[config.mk]
export PLATFORM = sky130hd
export DESIGN_NAME = wb_regfile
export DESIGN_NICKNAME = d
export VERILOG_FILES = /design/src/rtl/wb_regfile.sv
export SDC_FILE = /design/constraint.sdc
export NUM_CORES = 2
export LEC_CHECK = 0
export CAP_MARGIN = 0
export CORE_MARGIN = 2
export CORE_UTILIZATION = 30
export CTS_BUF_LIST = sky130_fd_sc_hd__clkbuf_4 sky130_fd_sc_hd__clkbuf_8 sky130_fd_sc_hd__clkbuf_16
export CTS_CLUSTER_DIAMETER = 200
export DETAILED_ROUTE_END_ITERATION = 10
export PLACE_DENSITY = 0.53
export SETUP_SLACK_MARGIN = 0.4
export SLEW_MARGIN = 20
export SYNTH_ARGS = -nofsm -noshare
export SYNTH_HDL_FRONTEND = slang
export SYNTH_SLANG_ARGS = --single-unit
[constraint.sdc]
create_clock -name clk -period 6.2 [get_ports clk]
set_input_delay 0.93 -clock clk [delete_from_list [all_inputs] [get_ports clk]]
set_output_delay 0.93 -clock clk [all_outputs]
set_load 0.005 [all_outputs]
[src/rtl/wb_regfile.sv]
// Write-back stage register file: 32 x DATA_W registers, r0 hard-wired to zero, two read ports with write-through bypass.
// Latency: reads and write_data_wb are combinational; a write commits on the next rising clk edge (1 cycle).
// Backpressure: none; a write is accepted on every edge where write-back is enabled to a nonzero register.
module wb_regfile #(
    parameter int DATA_W = 32,
    parameter int NREG   = 32
) (
    input  logic              clk,
    input  logic              reset,
    input  logic              ctrl_regWrite_mem_wb,
    input  logic              ctrl_memToReg_mem_wb,
    input  logic [DATA_W-1:0] read_data_from_mem_mem_wb,
    input  logic [DATA_W-1:0] alu_result_mem_wb,
    input  logic [4:0]        write_register_mem_wb,
    input  logic [4:0]        read_reg1,
    input  logic [4:0]        read_reg2,
    output logic [DATA_W-1:0] read_data1,
    output logic [DATA_W-1:0] read_data2,
    output logic [DATA_W-1:0] write_data_wb,
    output logic [31:0]       retire_count
);

    logic [DATA_W-1:0] r_regs [NREG];
    logic [31:0]       r_retire_count;
    logic              w_commit;

    // Write-back source mux; independent of the write enable so forwarding always sees it.
    assign write_data_wb = ctrl_memToReg_mem_wb ? read_data_from_mem_mem_wb : alu_result_mem_wb;

    // A write is live only when enabled and not aimed at r0; reset gating happens in the flop block.
    assign w_commit = ctrl_regWrite_mem_wb && (write_register_mem_wb != 5'd0);

    assign retire_count = r_retire_count;

    // Register array and retire counter: async clear, commit selected write-back value on live writes.
    always_ff @(posedge clk or negedge reset) begin
        if (!reset) begin
            for (int i = 0; i < NREG; i++) begin
                r_regs[i] <= '0;
            end
            r_retire_count <= '0;
        end else if (w_commit) begin
            r_regs[write_register_mem_wb] <= write_data_wb;
            r_retire_count                <= r_retire_count + 32'd1;
        end
    end

    // Port 1 read: zero in reset, bypass a same-cycle write, r0 always reads zero.
    always_comb begin
        read_data1 = '0;
        if (!reset) begin
            read_data1 = '0;
        end else if (w_commit && (read_reg1 == write_register_mem_wb)) begin
            read_data1 = write_data_wb;
        end else if (read_reg1 != 5'd0) begin
            read_data1 = r_regs[read_reg1];
        end
    end

    // Port 2 read: same selection as port 1 so equal addresses always return equal data.
    always_comb begin
        read_data2 = '0;
        if (!reset) begin
            read_data2 = '0;
        end else if (w_commit && (read_reg2 == write_register_mem_wb)) begin
            read_data2 = write_data_wb;
        end else if (read_reg2 != 5'd0) begin
            read_data2 = r_regs[read_reg2];
        end
    end

endmodule

# Word level (Yosys, flattened, before mapping)
# Index checks and enable logic that the tools add are counted.
[op_classes] addsub=1 n_lt_le_gt_ge=4 eq_ne=2 mux=16 bitwise_logic=3 reduce_logical=7
[ops] cell="$bwmux W1024" n=1
[ops] cell="$mux W32" n=12
[ops] cell="$bmux W32 S5" n=2
[ops] cell="$demux W32 S5" n=1
[ops] cell="$add A32 B1 Y32 const B" n=1
[ops] cell="$ge A6 B6 Y1 const B" n=3
[ops] cell="$not A5 Y6" n=3
[ops] cell="$reduce_bool A5 Y1" n=3
[ops] cell="$eq A5 B5 Y1" n=2
[ops] cell="$lt A6 B1 Y1 const B" n=1
[ops] cell="$logic_and A1 B1 Y1" n=4
[word_totals] register_bits=1056 in_bits=83 wordCells=66

# Depth between registers and ports, before layout
[logic_depth] depth_word=7 mapped_depth=10

# Least setup slack after synthesis
# OpenSTA, ideal clock, no wires.
[synth_path] path_kind="input-to-output" from="input port read_reg2[0]" to="output port read_data2[10]" t_arrival_ns=2.762 required_ns=5.270 path_slack_ns=2.508 cell_stages=6 path_buffers=4 path_cell_list="buf_2 > buf_2 > buf_2 > buf_2 > mux4_2 > a221o_1"
[synth_via] elab_chain_len=7
[synth_rtl] element="start, declared" line_no="16" source="input logic [4:0] read_reg2,"
[synth_rtl] element="$not A5 Y6 (implied by the code)" line_no="68" source="read_data2 = r_regs[read_reg2];"
[synth_rtl] element="$bmux W32 S5" line_no="68"
[synth_rtl] element="$mux W32 (implied by the code) (2 in series)" line_no="68"
[synth_rtl] element="$mux W32" line_no="67" source="end else if (read_reg2 != 5'd0) begin"
[synth_rtl] element="$mux W32 (*)" line_no="65" source="end else if (w_commit && (read_reg2 == write_register_mem_wb)) begin"
[synth_rtl] element="$mux W32 (*)" line_no="63" source="if (!reset) begin"
[synth_rtl] element="end, declared" line_no="18" source="output logic [DATA_W-1:0] read_data2,"
# Mark *: on every way between the ends. The rest lies on a longest branch, timed or not. The select of a mux whose other input is x is not followed.

# Final worst setup path
[layout_path] from="input port write_register_mem_wb[2]" to="output port read_data1[2]"
[layout_via] elab_chain_len=5
[layout_rtl] element="start, declared" line_no="14" source="input logic [4:0] write_register_mem_wb,"
[layout_rtl] element="$reduce_bool A5 Y1" line_no="31" source="assign w_commit = ctrl_regWrite_mem_wb && (write_register_mem_wb != 5'd0);"
[layout_rtl] element="$logic_and A1 B1 Y1" line_no="31"
[layout_rtl] element="$logic_and A1 B1 Y1 (*)" line_no="53" source="end else if (w_commit && (read_reg1 == write_register_mem_wb)) begin"
[layout_rtl] element="$mux W32 (*)" line_no="53"
[layout_rtl] element="$mux W32 (*)" line_no="51" source="if (!reset) begin"
[layout_rtl] element="end, declared" line_no="17" source="output logic [DATA_W-1:0] read_data1,"
# Mark *: on every way between the ends. The rest lies on a longest branch, timed or not.

==> metrics.yaml <==
status: "completed"
post_drt_wl_per_cell_um: 26.0
num_vias: 38495
cts_max_level: 3
path_cells: "clkdlybuf4s50_1 -> or3_1 -> o21a_1 -> a221o_2 -> buf_4 -> o32ai_1 -> clkdlybuf4s50_1"
ir_drop_v: 0.000236
row_count: 155
cts_sinks: 1056
synth.avg_cell_area_um2: 11.4
antennaDiodeCount: 0
die_y_um: 427
port-buffer-count: 210
synth_top_flop_cell: "dfrtp_1"
cts_max_path_buffers: 3
async_flop_share_pct: 100
drive_above_1_share_pct: 20.4
slew_headroom_pct: 19.0
ys_seq_elements: 1056
cts_tree: "built"
finalWorstSetupSlack_ns: 0.681
remaining_drc_errors: 0
syn_inst: 4692
viasPerCell: 5.44
drv_cap: 0
synth_area_um2: 53700
grt_max_degree: 179
cts_buffers: 118
fillers: 17488
yosysSeqAreaShare_pct: 49.2
yosysWarnings: 0
seq_area_um2: 26400
gp_congestion: 0.809
p_leak_nw: 25.6
gr-usage-all-layers_pct: 20.1
drtAntennaViolNets: 0
fin_nets: 4722
cts_setup_buffers: 0
postCtsResizedCells: 0
totalWireLength_mm: 184
skew_ns: 0.00591
grt_pass1_vias: 38856
setup_viol_count_final: 0
multi_input_area_um2: 25500
dpl.hpwl_mm: 111
slowest_stage: "a221o_2"
crit_path_max_fanout: 23
dieArea_um2: 182000
maxSlewViolCount: 0
first_pass_iters: 5
end_kind: "primary output"
cpMostUsedCell: "clkdlybuf4s50_1"
tns_ns: 0
synth_edf_count: 0
hold_viol: 0
cpPeakStageDelay_ns: 0.77
post-place-ws_ns: 0.600
die_x_um: 427
core_area_um2: 178000
area_delta_synth_final_pct: 16.5
gr-total-overflow: 0
power_density_nw_per_um2: 344
cts_hold_buf: 0
clk_latency_ns: 0.75
rsz0062_at_grt: "no"
critPathLaunchType: "primary input"
synthesis.nets: 4776
clk_pin_slew_worst_paths_ns: 0.06
antenna_found_initial: 1
layout_commonest_cell: "dfrtp_1"
crit_required_ns: 5.27
io_pins: 211
max_freq_mhz: 181
most-common-layout-cells: "dfrtp_1, a21oi_1, mux4_2, nor2_1, nand2_1"
period_needed_ns: 5.52
grt_pass1_wl_mm: 271
clockRootBuffer: "clkbuf_16"
initial_utilization_pct: 30.1
hold_path.class: "primary input to async pin"
ys_types: 47
arrival_ns: 4.59
tightestPinTransition_ns: 1.21
finalCritPeriodShare_pct: 89.0
critPathKind: "primary input to primary output"
drtIter0Drc: 3410
-- critical path: cells and delay by family --
| family | cells | cell delay [ns] |
|---|---|---|
| buf+inv | 3 | 1.61 |
| compound gates | 3 | 1.53 |
| simple gates | 1 | 0.49 |
-- cells by family (layout without fill, tap and decap cells) --
family | after synthesis | count (layout) | synth area share (%)
xor gates and xnor gates | 41 | 41 | 0.668
adders and majority gates | 1 | 1 | 0.0233
muxes | 611 | 611 | 24.0
AOI/OAI and AO/OA | 1287 | 1287 | 13.4
buffers and inverters | 548 | 582 | 4.22
DFF | 1056 | 1056 | 49.2
and+or+nand+nor | 1148 | 1148 | 8.50
-- area by class of cell --
| class | count | area share (%) |
|---|---|---|
| clock buffers | 167 | 5.52 |
| clock inverters | 41 | 1.11 |
| inverters | 35 | 0.210 |
| multi-input cells | 3088 | 40.8 |
| flip-flops and latches | 1056 | 42.2 |
| well taps | 2355 | 4.71 |
| repair buffers | 339 | 5.48 |
-- flip-flops by register name, indices dropped and copies added (netlist names) --
register      cells
retire_count     32
r_regs         1024
-- per-layer routing --
layer | global-route usage [%] | part of all wire, %
met1 | 25.9 | 41
met5 | 0 | 0
met3 | 2.70 | 4.6
met4 | 8.97 | 4.9
met2 | 33.9 | 49
-- cells in the mapped netlist (all sizes together) (34+ instances only) --
library cell / number / area (um2)
dfrtp: 1056 / 26400
a21oi: 543 / 2720
mux4: 542 / 12200
nor2: 538 / 2020
nand2: 513 / 1930
o21ai: 482 / 2410
clkbuf: 399 / 1500
buf: 114 / 639
mux2i: 68 / 681
a22oi: 62 / 465
o22ai: 62 / 388
xnor2: 36 / 315
inv: 35 / 131
nor2b: 35 / 219
a211oi: 34 / 255
-- through the flow --
stage                     cell area, um2  utilization [%]  power, W  std cells  hold WS [ns]
after floorplan                    53700                -    0.0124       4692         0.441
after global placement             58400             32.8    0.0139       6871         0.377
after detailed placement           58400             32.8    0.0141       6871         0.383
after CTS                          62500             35.1    0.0216       7079        0.0729
after global routing               62600             35.1    0.0226       7081         0.116
final                              62600             35.1    0.0215       7081         0.108
-- where the power goes --
group / leakage [nW] / internal [W] / switching [W]
Sequential: 13.2 / 0.00835 / 0.00109
Combinational: 10.3 / 0.00244 / 0.00208
Clock: 2.08 / 0.00453 / 0.00302
-- worst paths after layout --
check                                       startpoint                           end  slack (ns)  cells past startpoint
min in group clk              r_regs[1006]$_DFFE_PN0P_      r_regs[1006]$_DFFE_PN0P_        0.39                      0
max in group asynchronous                        reset       r_regs[878]$_DFFE_PN0P_        3.14                      4
hold / removal                                   reset       r_regs[418]$_DFFE_PN0P_        0.11                      1
setup / recovery              write_register_mem_wb[2]                 read_data1[2]        0.68                      7
hold reg to reg               r_regs[1006]$_DFFE_PN0P_      r_regs[1006]$_DFFE_PN0P_        0.39                      0
setup reg to reg           retire_count[0]$_DFFE_PN0P_  retire_count[30]$_DFFE_PN0P_        3.90                      6
No activity file was read; power rests on OpenSTA's default activity.
